==> config.mk <==
export PLATFORM = sky130hd
export DESIGN_NAME = sys_bridge_n
export DESIGN_NICKNAME = d
export VERILOG_FILES = /design/src/rtl/bridge_pkg.sv /design/src/rtl/bridge_irq_sync.sv /design/src/rtl/sys_bridge_n.sv
export SDC_FILE = /design/constraint.sdc
export NUM_CORES = 1
export LEC_CHECK = 0
export BUFFER_PORTS_ARGS = -buffer_cell sky130_fd_sc_hd__buf_2
export CAP_MARGIN = 20
export CORE_ASPECT_RATIO = 1.25
export CORE_MARGIN = 2
export CORE_UTILIZATION = 45
export DETAILED_ROUTE_END_ITERATION = 7
export PLACE_DENSITY = 0.8
export REMOVE_ABC_BUFFERS = 1
export SETUP_SLACK_MARGIN = 0.3
export SLEW_MARGIN = 20
export SYNTH_ARGS = -nofsm -noshare
export SYNTH_HDL_FRONTEND = slang
export SYNTH_SLANG_ARGS = --single-unit
==> constraint.sdc <==
create_clock -name clk -period 2.15 [get_ports clk]
set_input_delay 0.3225 -clock clk [delete_from_list [all_inputs] [get_ports clk]]
set_output_delay 0.3225 -clock clk [all_outputs]
set_load 0.01 [all_outputs]
==> src/rtl/bridge_pkg.sv <==
// bridge_pkg: shared definitions for the sys_bridge_n CPU-to-device bridge.
// Holds the transfer FSM state encoding, the default device address map and
// the width of the CPU hardware interrupt vector.
package bridge_pkg;

    typedef enum logic [1:0] {
        ST_IDLE   = 2'd0,
        ST_ACCESS = 2'd1,
        ST_RESP   = 2'd2
    } bridge_state_e;

    // Default byte address map (inclusive limits)
    localparam logic [31:0] DEV0_BASE  = 32'h7A00;
    localparam logic [31:0] DEV0_LIMIT = 32'h7A03;
    localparam logic [31:0] DEV1_BASE  = 32'h7B00;
    localparam logic [31:0] DEV1_LIMIT = 32'h7B0B;
    localparam logic [31:0] DEV2_BASE  = 32'h7F00;
    localparam logic [31:0] DEV2_LIMIT = 32'h7F0B;

    localparam int unsigned HWINT_W = 6;

endpackage

==> src/rtl/bridge_irq_sync.sv <==
// bridge_irq_sync: two-flop synchroniser for asynchronous interrupt levels.
// Ports:
//   clk     - system clock, rising edge
//   rst_n   - asynchronous active-low reset, clears both stages
//   async_i - WIDTH asynchronous input levels
//   sync_o  - WIDTH levels synchronised to clk (two-edge latency)
module bridge_irq_sync #(
    parameter int unsigned WIDTH = 1
) (
    input  logic             clk,
    input  logic             rst_n,
    input  logic [WIDTH-1:0] async_i,
    output logic [WIDTH-1:0] sync_o
);

    logic [WIDTH-1:0] meta_q;
    logic [WIDTH-1:0] sync_q;

    always_ff @(posedge clk or negedge rst_n) begin
        if (!rst_n) begin
            meta_q <= '0;
            sync_q <= '0;
        end else begin
            meta_q <= async_i;
            sync_q <= meta_q;
        end
    end

    assign sync_o = sync_q;

endmodule

==> src/rtl/sys_bridge_n.sv <==
// sys_bridge_n: single-master bridge from a simple CPU request port to NDEV
// address-mapped devices, plus a synchronised interrupt vector.
// Ports:
//   clk, rst_n          - clock and asynchronous active-low reset
//   pr_req/we/addr/wd   - CPU request (word address), sampled in IDLE only
//   pr_ack/rd/err       - one-cycle completion pulse with read data / error
//   dev_sel/dev_we      - one-hot device select and write strobe
//   dev_addr/dev_wd     - word offset into the device and write data
//   dev_rd/dev_ready    - packed device read data and per-device completion
//   irq_in/hwint        - asynchronous device interrupts -> CPU vector
module sys_bridge_n
    import bridge_pkg::*;
#(
    parameter int unsigned NDEV = 3,
    parameter logic [NDEV*32-1:0] DEV_BASE  = {DEV2_BASE,  DEV1_BASE,  DEV0_BASE},
    parameter logic [NDEV*32-1:0] DEV_LIMIT = {DEV2_LIMIT, DEV1_LIMIT, DEV0_LIMIT},
    parameter int unsigned TIMEOUT = 15
) (
    input  logic                 clk,
    input  logic                 rst_n,
    input  logic                 pr_req,
    input  logic                 pr_we,
    input  logic [29:0]          pr_addr,
    input  logic [31:0]          pr_wd,
    output logic                 pr_ack,
    output logic [31:0]          pr_rd,
    output logic                 pr_err,
    output logic [NDEV-1:0]      dev_sel,
    output logic [NDEV-1:0]      dev_we,
    output logic [3:0]           dev_addr,
    output logic [31:0]          dev_wd,
    input  logic [NDEV*32-1:0]   dev_rd,
    input  logic [NDEV-1:0]      dev_ready,
    input  logic [NDEV-1:0]      irq_in,
    output logic [HWINT_W-1:0]   hwint
);

    localparam int unsigned IDXW = (NDEV > 1) ? $clog2(NDEV) : 1;
    localparam logic [7:0]  CNT_LAST = 8'(TIMEOUT - 1);

    bridge_state_e    state_q, state_d;
    logic             we_q, we_d;
    logic [31:0]      wd_q, wd_d;
    logic [3:0]       off_q, off_d;
    logic [IDXW-1:0]  idx_q, idx_d;
    logic [7:0]       cnt_q, cnt_d;
    logic [31:0]      rd_q, rd_d;
    logic             err_q, err_d;
    logic             ack_q, ack_d;
    logic [NDEV-1:0]  sel_q, sel_d;
    logic [NDEV-1:0]  dwe_q, dwe_d;

    logic [31:0]      req_baddr;
    logic             dec_hit;
    logic [IDXW-1:0]  dec_idx;
    logic [31:0]      dec_diff;

    assign req_baddr = {pr_addr, 2'b00};

    // Address decode; the first matching index is kept so lower indices win
    always_comb begin
        dec_hit  = 1'b0;
        dec_idx  = '0;
        dec_diff = '0;
        for (int unsigned i = 0; i < NDEV; i++) begin
            if (!dec_hit &&
                req_baddr >= DEV_BASE[i*32 +: 32] &&
                req_baddr <= DEV_LIMIT[i*32 +: 32]) begin
                dec_hit  = 1'b1;
                dec_idx  = IDXW'(i);
                dec_diff = req_baddr - DEV_BASE[i*32 +: 32];
            end
        end
    end

    always_comb begin
        state_d = state_q;
        we_d    = we_q;
        wd_d    = wd_q;
        off_d   = off_q;
        idx_d   = idx_q;
        cnt_d   = cnt_q;
        rd_d    = rd_q;
        err_d   = err_q;
        ack_d   = 1'b0;
        sel_d   = sel_q;
        dwe_d   = dwe_q;

        unique case (state_q)
            ST_IDLE: begin
                if (pr_req) begin
                    if (dec_hit) begin
                        we_d          = pr_we;
                        wd_d          = pr_wd;
                        off_d         = dec_diff[5:2];
                        idx_d         = dec_idx;
                        cnt_d         = '0;
                        sel_d         = '0;
                        sel_d[dec_idx] = 1'b1;
                        dwe_d         = '0;
                        dwe_d[dec_idx] = pr_we;
                        state_d       = ST_ACCESS;
                    end else begin
                        rd_d    = '0;
                        err_d   = 1'b1;
                        ack_d   = 1'b1;
                        state_d = ST_RESP;
                    end
                end
            end
            ST_ACCESS: begin
                // Ready is checked before the timeout so a ready in the last
                // allowed cycle still completes without error
                if (dev_ready[idx_q]) begin
                    rd_d    = we_q ? 32'h0 : dev_rd[idx_q*32 +: 32];
                    err_d   = 1'b0;
                    ack_d   = 1'b1;
                    sel_d   = '0;
                    dwe_d   = '0;
                    state_d = ST_RESP;
                end else if (cnt_q == CNT_LAST) begin
                    rd_d    = '0;
                    err_d   = 1'b1;
                    ack_d   = 1'b1;
                    sel_d   = '0;
                    dwe_d   = '0;
                    state_d = ST_RESP;
                end else begin
                    cnt_d = cnt_q + 8'd1;
                end
            end
            ST_RESP: begin
                cnt_d   = '0;
                state_d = ST_IDLE;
            end
            default: begin
                state_d = ST_IDLE;
            end
        endcase
    end

    always_ff @(posedge clk or negedge rst_n) begin
        if (!rst_n) begin
            state_q <= ST_IDLE;
            we_q    <= 1'b0;
            wd_q    <= '0;
            off_q   <= '0;
            idx_q   <= '0;
            cnt_q   <= '0;
            rd_q    <= '0;
            err_q   <= 1'b0;
            ack_q   <= 1'b0;
            sel_q   <= '0;
            dwe_q   <= '0;
        end else begin
            state_q <= state_d;
            we_q    <= we_d;
            wd_q    <= wd_d;
            off_q   <= off_d;
            idx_q   <= idx_d;
            cnt_q   <= cnt_d;
            rd_q    <= rd_d;
            err_q   <= err_d;
            ack_q   <= ack_d;
            sel_q   <= sel_d;
            dwe_q   <= dwe_d;
        end
    end

    assign pr_ack   = ack_q;
    assign pr_rd    = rd_q;
    assign pr_err   = err_q;
    assign dev_sel  = sel_q;
    assign dev_we   = dwe_q;
    assign dev_addr = off_q;
    assign dev_wd   = wd_q;

    logic [NDEV-1:0] irq_sync;

    bridge_irq_sync #(
        .WIDTH(NDEV)
    ) u_irq_sync (
        .clk    (clk),
        .rst_n  (rst_n),
        .async_i(irq_in),
        .sync_o (irq_sync)
    );

    for (genvar g = 0; g < HWINT_W; g++) begin : g_hwint
        if (g < NDEV) begin : g_map
            assign hwint[g] = irq_sync[g];
        end else begin : g_zero
            assign hwint[g] = 1'b0;
        end
    end

endmodule

==> results of run 1 <==
[stage by stage]
step | cells | total power, mW | TNS, ns | cell area, µm² | util
3_5_place_dp | 749 | 2.141 | -2.939 | 6071 | 0.6007
2_1_floorplan | 353 | 1.908 | -88.84 | 4472 | -
4_1_cts | 766 | 3.638 | 0 | 6387 | 0.6320
5_1_grt | 773 | 3.792 | 0 | 6556 | 0.6488
3_3_place_gp | 749 | 2.131 | -1.158 | 6071 | 0.6007
6_report | 773 | 3.656 | 0 | 6556 | 0.6488
[path summary, 6_finish.rpt]
path,startpoint,to,cells past startpoint
setup / recovery,pr_addr[4],dev_wd[27],6
hold / removal,rst_n,dev_wd[2],2
setup reg to reg,idx_q[1],pr_rd[28],7
hold reg to reg,u_irq_sync.meta_q[2],u_irq_sync.sync_o[2],0
max in group asynchronous,rst_n,idx_q[1],2
min in group clk,irq_in[2],u_irq_sync.meta_q[2],1
[cell usage after synthesis (2+ instances only)]
library cell | n | area [µm²]
and2_1 | 4 | 25.02
nor2b_1 | 3 | 18.77
buf_2 | 3 | 15.01
nor4_1 | 2 | 12.51
nand2b_1 | 3 | 18.77
nand2_1 | 40 | 150.1
o31ai_1 | 6 | 45.04
or2_2 | 2 | 12.51
or4_1 | 2 | 15.01
nor2_1 | 3 | 11.26
nand4b_1 | 3 | 26.28
buf_4 | 4 | 30.03
nor3_1 | 4 | 20.02
mux2_4 | 31 | 465.5
dfrtp_1 | 95 | 2377
a21oi_1 | 2 | 10.01
buf_6 | 3 | 33.78
buf_12 | 4 | 80.08
xor2_1 | 3 | 26.28
ha_1 | 2 | 25.02
mux2i_1 | 33 | 330.3
and3_1 | 2 | 12.51
a22o_1 | 38 | 332.8
a21o_1 | 2 | 15.01
xnor2_1 | 3 | 26.28
o21ai_0 | 32 | 160.2
nand3_1 | 5 | 25.02
nand3b_1 | 2 | 15.01
clkbuf_1 | 14 | 52.55
mux2_2 | 5 | 56.30
inv_1 | 3 | 11.26
[state kept, by name, indices dropped and copies added (netlist names)]
register / cells
cnt_q: 8
dev_addr: 4
dev_sel: 3
dev_wd: 32
dev_we: 3
idx_q: 2
pr_ack: 1
pr_err: 1
pr_rd: 32
state_q: 2
u_irq_sync.meta_q: 3
u_irq_sync.sync_o: 3
we_q: 1
[final cells by class]
class | instances | area share
Sequential cell | 95 | 0.3628
Inverter | 3 | 0.001718
Timing Repair Buffer | 275 | 0.2399
Clock inverter | 5 | 0.006298
Tap cell | 129 | 0.02462
Multi-Input combinational cell | 255 | 0.3277
Clock buffer | 11 | 0.03702
[routing by layer]
layer  vias up  part of all wire  track usage
met3        18             0.067      0.05506
met2       170              0.52       0.3917
met1      1926              0.39       0.2684
met5         -                 0            0
met4         0             0.020      0.07065
li1       1897                 -            -
[repair_timing]
item                                    in CTS  in global routing
gates cloned                                 0                  4
hold buffers                                 0                  0
buffers inserted                             1                  3
gates resized for setup                      5                 15
endpoints found under the setup margin      48                 74
pin swaps                                    1                 20
[layout by cell type (no fill, tap or decap), types with 2 or more instances in the layout]
master     netlist  final
buf_2            3    244
dfrtp_1         95     94
nand2_1         40     40
a22o_1          38     38
mux2i_1         33     32
o21ai_0         32     32
mux2_4          31     31
buf_4            4     19
clkbuf_16        0     11
o31ai_1          6      5
nand3_1          5      5
mux2_2           5      5
and2_1           4      4
nor3_1           4      4
buf_12           4      4
inv_1            3      3
nand2b_1         3      3
nand4b_1         3      3
xnor2_1          3      3
xor2_1           3      3
conb_1           1      3
buf_8            0      3
buf_6            3      3
or4_4            1      2
nor4_1           2      2
nor2_1           3      2
or2_2            2      2
a21oi_1          2      2
a21o_1           2      2
and3_1           2      2
nand3b_1         2      2
ha_1             2      2
clkinv_4         0      2
[cells by family (layout without fill, tap and decap cells)]
logic type,after synthesis,in the layout,synth area share
AO/OA/AOI/OAI,88,88,0.1354
buffers and inverters,33,294,0.04941
other,1,3,0.0008005
adder cells (fa/ha/maj),2,2,0.005341
flip-flops,95,95,0.5075
AND/OR/NAND/NOR,87,87,0.1084
XOR/XNOR,6,6,0.01122
multiplexers,69,69,0.1819
[power groups by stage]
stage | logic [mW] | registers, mW | clock network (mW)
floorplan | 0.0702 | 1.84 | 0
global placement | 0.296 | 1.84 | 0
detailed placement | 0.305 | 1.84 | 0
CTS | 0.309 | 1.80 | 1.53
global route | 0.383 | 1.80 | 1.61
finish | 0.347 | 1.80 | 1.51
==> reports/results.txt, run 1 <==
Bufs and invs on worst path - 2
Switching share of power - 0.2316
Comb power frac - 0.095
Switching pwr - 846.6 µW
Avg WL per Cell - 16.58 µm
Skew final - 0.01072 ns
Gr ovfl total - 0
Clk pwr share - 0.412
Asr flop ratio synth - 1.000
Worst VDD drop - 330.6 µV
Clock transition at path regs - 0.07 ns
H-Tree Depth - 3
Via density - 5.189
Critical path required time - 2.38 ns
Distinct cells, synth - 54
DRC violations left - 0
Number of synthesized flops with an enable pin - 0
Tcrit/Tclk final - 0.8679
FP Rows - 41
N_diodes - 0
Slowest CP cell - or4_4
RSZ-0062 raised after global routing - yes
Reg2reg setup slack - 0.31 ns
Reg area - 2379 µm²
Critical Path AT - 2.09 ns
Mapped Cells - 381
Top FF cell, synth - dfrtp_1
Global-route total usage across every layer - 0.2250
Synth warn - 0
Initial antenna violation count - 0
CP top delay family - simple AND/OR/NAND/NOR gates
Clock period minus worst slack - 1.866 ns
Result of the run - finished, final reports clean
Fmax - 0.5359 GHz
Flop pwr share - 0.493
Final WL - 12,810 µm
First-pass GRT wire length - 19,820 µm
Final Wtd Congestion - 0.8732
Root Buffer - clkbuf_16
Worst setup SP type - primary input
P&R area growth vs syn - 39.96%
Die Wd - 95.26 µm
Avg Inst Size Synth - 12.30 µm²
Crit. End Element - flop
Crit Path Max Fanout - 17
Pwr dens - 557.6 nW/µm²
Max cap viols - 0
Fin Hold WS - 0.005911 ns
Multi-input gate area - 2148 µm²
Max_slew headroom - 0.6269
Share of cells above drive strength 1 - 0.5435
Leakage power - 3.479 nW
Total CTS buffers - 9
Worst slew pin tran - 0.5597 ns
CP Class - primary input to flop
Initial Util - 0.4635
Int Pwr - 2.809 mW
Hold Violations, Final - 0
Vias - 4,011
DRT iter0 DRCs - 152
Post-DP HPWL - 9581 µm
Clock sinks - 95
IO Port Bufs - 246
Worst setup margin - 0.2841 ns
Number of global-route vias before repair - 4,065
Peak per-stage delay on the critical path - 0.53 ns
Slew Limit Fails - 0
Die Span Y - 118.1 µm
Register area share after synthesis - 0.5075
Clock Path Buffers - 2
DRT antenna net count - 0
IO Count - 250
DIE AREA - 11,250 µm²
Core region area - 10,110 µm²
Clock Latency Late Sink - 0.34 ns
Crit-path cells - buf_6 > or4_4 > nor4_4 > and4_4 > buf_12 > mux2_2
Netlist Area Pre-Place - 4684 µm²
Pre-CTS setup slack - -0.1063 ns
Worst min-delay path class - primary input to async pin
Count of state elements after synthesis - 95
CTS tree - done
First-pass detailed-route iteration total - 4
Filler cells - 782
Largest net degree at the start of global routing - 96
Fin nets - 809
# setup viols final - 0
No activity file was read; power rests on OpenSTA's default activity.
==> run 2, diff against run 1 <==
--- a/config.mk
+++ b/config.mk
@@ -11,6 +11,7 @@
 export CORE_MARGIN = 2
 export CORE_UTILIZATION = 45
 export DETAILED_ROUTE_END_ITERATION = 7
+export MAX_ROUTING_LAYER = met4
 export PLACE_DENSITY = 0.8
 export REMOVE_ABC_BUFFERS = 1
 export SETUP_SLACK_MARGIN = 0.3
==> run 2 against run 1 <==
Net effect: flip-flop and latch count unchanged; first-iteration DRC count increased by 9.9%; non-clock buffer count unchanged; clock skew increased by 0.0011 ns; highest routed layer unchanged.
==> reports/results.txt, run 2 (same netlist as run 1, synthesis figures left out) <==
DRT antenna net count - 0
Root Buffer - clkbuf_16
Total CTS buffers - 9
Result of the run - finished, final reports clean
Crit Path Max Fanout - 17
Skew final - 0.01185 ns
Commonest non-fill, non-tap cell in the layout - buf_2
Largest net degree at the start of global routing - 96
Worst slew pin tran - 0.5573 ns
Clock Latency Late Sink - 0.34 ns
Max_slew headroom - 0.6285
First-pass detailed-route iteration total - 4
Avg WL per Cell - 16.68 µm
CP Class - primary input to flop
DIE AREA - 11,250 µm²
Bufs and invs on worst path - 2
Vias - 4,025
Final WL - 12,890 µm
Most frequent cells in the layout - buf_2, dfrtp_1, nand2_1, a22o_1
# setup viols final - 0
R2R depth - 7
CTS tree - done
TNS Setup - 0 ns
Max cap viols - 0
Global-route total usage across every layer - 0.2320
Worst min-delay path class - primary input to async pin
Crit. End Element - flop
Critical path depth in cells - 6
RSZ-0062 raised after global routing - yes
Fin nets - 809
Die Wd - 95.26 µm
Reg2reg end - pr_rd[28]
Hold Violations, Final - 0
DRT iter0 DRCs - 167
IO Port Bufs - 246
Crit-path cells - buf_6 > or4_4 > nor4_4 > and4_4 > buf_12 > mux2_2
First-pass GRT wire length - 19,870 µm
Initial antenna violation count - 0
Cell Area, Placed - 6071 µm²
Clock sinks - 95
R2R Path Start - idx_q[1]
Core region area - 10,110 µm²
FP Rows - 41
Tcrit/Tclk final - 0.8636
Number of global-route vias before repair - 4,053
Final Wtd Congestion - 0.8876
Gr ovfl total - 0
Fin Hold WS - 0.001431 ns
Die Span Y - 118.1 µm
Critical path required time - 2.38 ns
H-Tree Depth - 3
Reg2reg setup slack - 0.32 ns
P&R area growth vs syn - 39.96%
Clock period minus worst slack - 1.857 ns
Worst setup SP type - primary input
Slew Limit Fails - 0
CP top delay family - simple AND/OR/NAND/NOR gates
N_diodes - 0
Share of cells above drive strength 1 - 0.5435
Pwr dens - 558.1 nW/µm²
Clock transition at path regs - 0.07 ns
Fmax - 0.5386 GHz
IO Count - 250
Via density - 5.207
Pwr Total - 3.659 mW
Critical Path AT - 2.09 ns
Clock Path Buffers - 2
Post-DP HPWL - 9581 µm
Peak per-stage delay on the critical path - 0.53 ns
Slowest CP cell - or4_4
Worst VDD drop - 332.0 µV
Leakage power - 3.479 nW
DRC violations left - 0
Design area - 6556 µm²
Initial Util - 0.4635
## run 2: cell counts in the layout (fill, tap and decap cells not counted)
Identical to the previous run, type by type.
## run 2: stage by stage
stage	worst slack, ns	cells	util
finish	0.2932	773	0.6488
global route	0.1898	773	0.6488
CTS	0.2726	766	0.6320
detailed placement	-0.1063	749	0.6007
global placement	-0.07011	749	0.6007
floorplan	-2.051	353	-
## run 2: metal layers
layer	global-route usage	wire (µm)	up-vias
met3	0.05314	832	17
met5	-	0	-
met1	0.2726	5069	1942
met2	0.3926	6721	170
li1	-	-	1896
met4	0.06703	267	0
## run 2: repair_timing
item | 4_1_cts | 5_1_grt
hold buffers | 0 | 0
gates resized for setup | 5 | 15
pin swaps | 1 | 20
setup endpoints to repair | 48 | 74
buffers inserted | 1 | 3
cloned | 0 | 4
## run 2: report_power, final
group | total, mW | switching, mW | internal [mW]
Combinational | 0.348 | 0.160 | 0.187
Sequential | 1.80 | 0.00557 | 1.80
Clock | 1.51 | 0.684 | 0.826
## run 2: worst max path at each step
stage,startpoint,slack (ns),to
4_1_cts,pr_addr[23],0.27,dev_wd[27]
5_1_grt,pr_addr[4],0.19,dev_we[2]
6_report,pr_addr[4],0.29,dev_wd[27]
3_3_place_gp,pr_addr[23],-0.07,dev_wd[27]
3_5_place_dp,pr_addr[23],-0.11,dev_wd[27]
2_1_floorplan,idx_q[1],-2.05,pr_rd[0]
## run 2: cell type report
type                       instances  area, µm²
timing repair buffer             275       1573
clock inverter                     5      41.29
tap                              129      161.4
multi-input combinational        255       2148
clock buffer                      11      242.7
inverter                           3      11.26
fill                             782       3550
sequential                        95       2379
## run 2: worst reg2reg max path, delay by kind of cell (launching register included)
kind | cells | cell delay (ns)
flops | 1 | 0.45
mux | 1 | 0.19
compound gates | 3 | 0.63
simple gates | 1 | 0.14
buf+inv | 2 | 0.31
==> run 3, diff against run 2 <==
==> constraint.sdc (replaced) <==
create_clock -name clk -period 1.8 [get_ports clk]
set_input_delay 0.27 -clock clk [delete_from_list [all_inputs] [get_ports clk]]
set_output_delay 0.27 -clock clk [all_outputs]
set_load 0.01 [all_outputs]
==> run 3 against run 2 <==
Net effect: largest power group unchanged; first-iteration DRC count rose by 23%; cell area rose by 7.9%; register-to-register slack got worse by 0.35 ns; non-clock buffer count rose by 29; sequential share of layout area fell by 2.7 points; worst setup slack got worse by 0.34 ns; the run now ends with setup timing left; power rose by 24%; largest cell class unchanged; via count rose by 4.4%; critical path depth did not move; routed wire length rose by 11%; hold slack improved by 0.038 ns.
==> reports/results.txt, run 3 (same netlist as run 1, synthesis figures left out) <==
Most frequent cells in the layout - buf_2, dfrtp_1, nand2_1, a22o_1, mux2_4
Die Wd - 95.26 µm
Clock period minus worst slack - 1.850 ns
Utilization after layout - 0.7003
Fmax - 0.5405 GHz
Worst min-delay path class - primary input to flop
Leakage power - 3.699 nW
Cell Area, Placed - 6188 µm²
Pwr dens - 639.5 nW/µm²
DR top layer - met4
First-pass detailed-route iteration total - 5
Hold worst-path end - u_irq_sync.meta_q[1]
IO Port Bufs - 246
Avg WL per Cell - 17.78 µm
Crit Path Max Fanout - 8
Initial antenna violation count - 0
Via density - 5.239
Total CTS buffers - 9
Gr ovfl total - 0
FP Rows - 41
Reg2reg end - pr_rd[17]
Worst setup margin - -0.05007 ns
Flop pwr share - 0.475
Core region area - 10,110 µm²
Commonest non-fill, non-tap cell in the layout - buf_2
Final std cells w/o fill - 802
RSZ-0062 raised after global routing - yes
Clk pwr share - 0.428
Root Buffer - clkbuf_16
Die Span Y - 118.1 µm
Crit. End Element - flop
Post-Place Cells - 763
Final Wtd Congestion - 0.8911
CP Class - primary input to flop
Switching share of power - 0.2271
DRT iter0 DRCs - 206
Met3 WL - 839 µm
Max cap viols - 0
Result of the run - finished, violations left
Vias - 4,202
Largest net degree at the start of global routing - 50
Design area - 7077 µm²
N_diodes - 0
DIE AREA - 11,250 µm²
Critical path required time - 2.03 ns
First-pass GRT wire length - 21,310 µm
H-Tree Depth - 3
Critical Path AT - 2.08 ns
Switching pwr - 1.028 mW
Hold Violations, Final - 0
Int Pwr - 3.498 mW
Slew Limit Fails - 0
Initial Util - 0.4635
Clock Path Buffers - 2
Skew final - 0.007146 ns
Clock sinks - 95
Filler cells - 694
Fin nets - 838
Number of global-route vias before repair - 4,398
Failing checks - setup timing
Reg2reg setup slack - -0.03 ns
Final WL - 14,260 µm
Hold Path Depth - 1
Worst hold start - irq_in[1]
R2R Path Start - cnt_q[5]
Clock transition at path regs - 0.07 ns
P&R area growth vs syn - 51.07%
DRT antenna net count - 0
R2R depth - 6
IO Count - 250
Worst setup SP type - primary input
Share of cells above drive strength 1 - 0.5899
# setup viols final - 64
DR WL met2 - 7667 µm
Comb power frac - 0.097
Worst VDD drop - 500.4 µV
Global-route total usage across every layer - 0.2499
Post-DP HPWL - 9805 µm
DRC violations left - 0
Tcrit/Tclk final - 1.028
TNS Setup - -0.9969 ns
Metal-1 WL - 5460 µm
CTS tree - done
Clock Latency Late Sink - 0.34 ns
==> run 3: critical path, cell delays in order <==
cell and delay, ns:
buf_6 0.09, or4_4 0.53, nor4_4 0.30, and4_4 0.38, clkbuf_16 0.20, mux2_4 0.30
==> run 3: worst max path at each step <==
| stage | startpoint | endpoint | slack, ns | depth (start not counted) |
|---|---|---|---|---|
| final | pr_addr[23] | dev_wd[6] | -0.05 | 6 |
| after global routing | cnt_q[6] | pr_rd[17] | -0.14 | 6 |
| after CTS | pr_addr[23] | dev_wd[27] | 0.002 | 6 |
| after detailed placement | pr_addr[23] | dev_wd[27] | -0.37 | 6 |
| after global placement | pr_addr[23] | dev_wd[27] | -0.37 | 6 |
| after floorplan | idx_q[1] | pr_rd[0] | -2.40 | 5 |
==> run 3: timing repair <==
action	CTS	global route
resized for setup	47	24
hold buffers	1	0
setup buffers	12	5
gates cloned	1	4
endpoints found under the setup margin	89	89
pin swaps	20	13
hold endpoints to repair	46	0
==> run 3: area by class of cell <==
type / instances / area, µm² / area share
clock inverters: 6 / 66.31 / 0.009371
repair buffers: 304 / 1886 / 0.2664
well taps: 129 / 161.4 / 0.02281
clock buffers: 10 / 239.0 / 0.03377
flip-flops and latches: 95 / 2380 / 0.3363
multi-input cells: 255 / 2333 / 0.3297
inverters: 3 / 11.26 / 0.001591
==> run 3: layer usage <==
layer / GRT usage / up-vias
met5: - / -
met2: 0.4278 / 171
met3: 0.04994 / 24
li1: - / 1959
met4: 0.09058 / 0
met1: 0.2852 / 2048
==> run 3: per-stage QoR <==
step	setup WS, ns	power (mW)	hold slack, ns
2_1_floorplan	-2.401	2.279	-0.02559
3_3_place_gp	-0.3709	2.557	0.1016
3_5_place_dp	-0.3716	2.570	0.1023
4_1_cts	0.001990	4.548	0.02488
5_1_grt	-0.1357	4.686	0.02685
6_report	-0.05007	4.525	0.03925
==> run 3: power groups by stage <==
stage,Clock [mW],Sequential (mW),Combinational (mW)
4_1_cts,1.98,2.15,0.420
2_1_floorplan,0,2.19,0.0839
5_1_grt,2.06,2.15,0.479
3_3_place_gp,0,2.19,0.368
3_5_place_dp,0,2.19,0.380
6_report,1.94,2.15,0.438
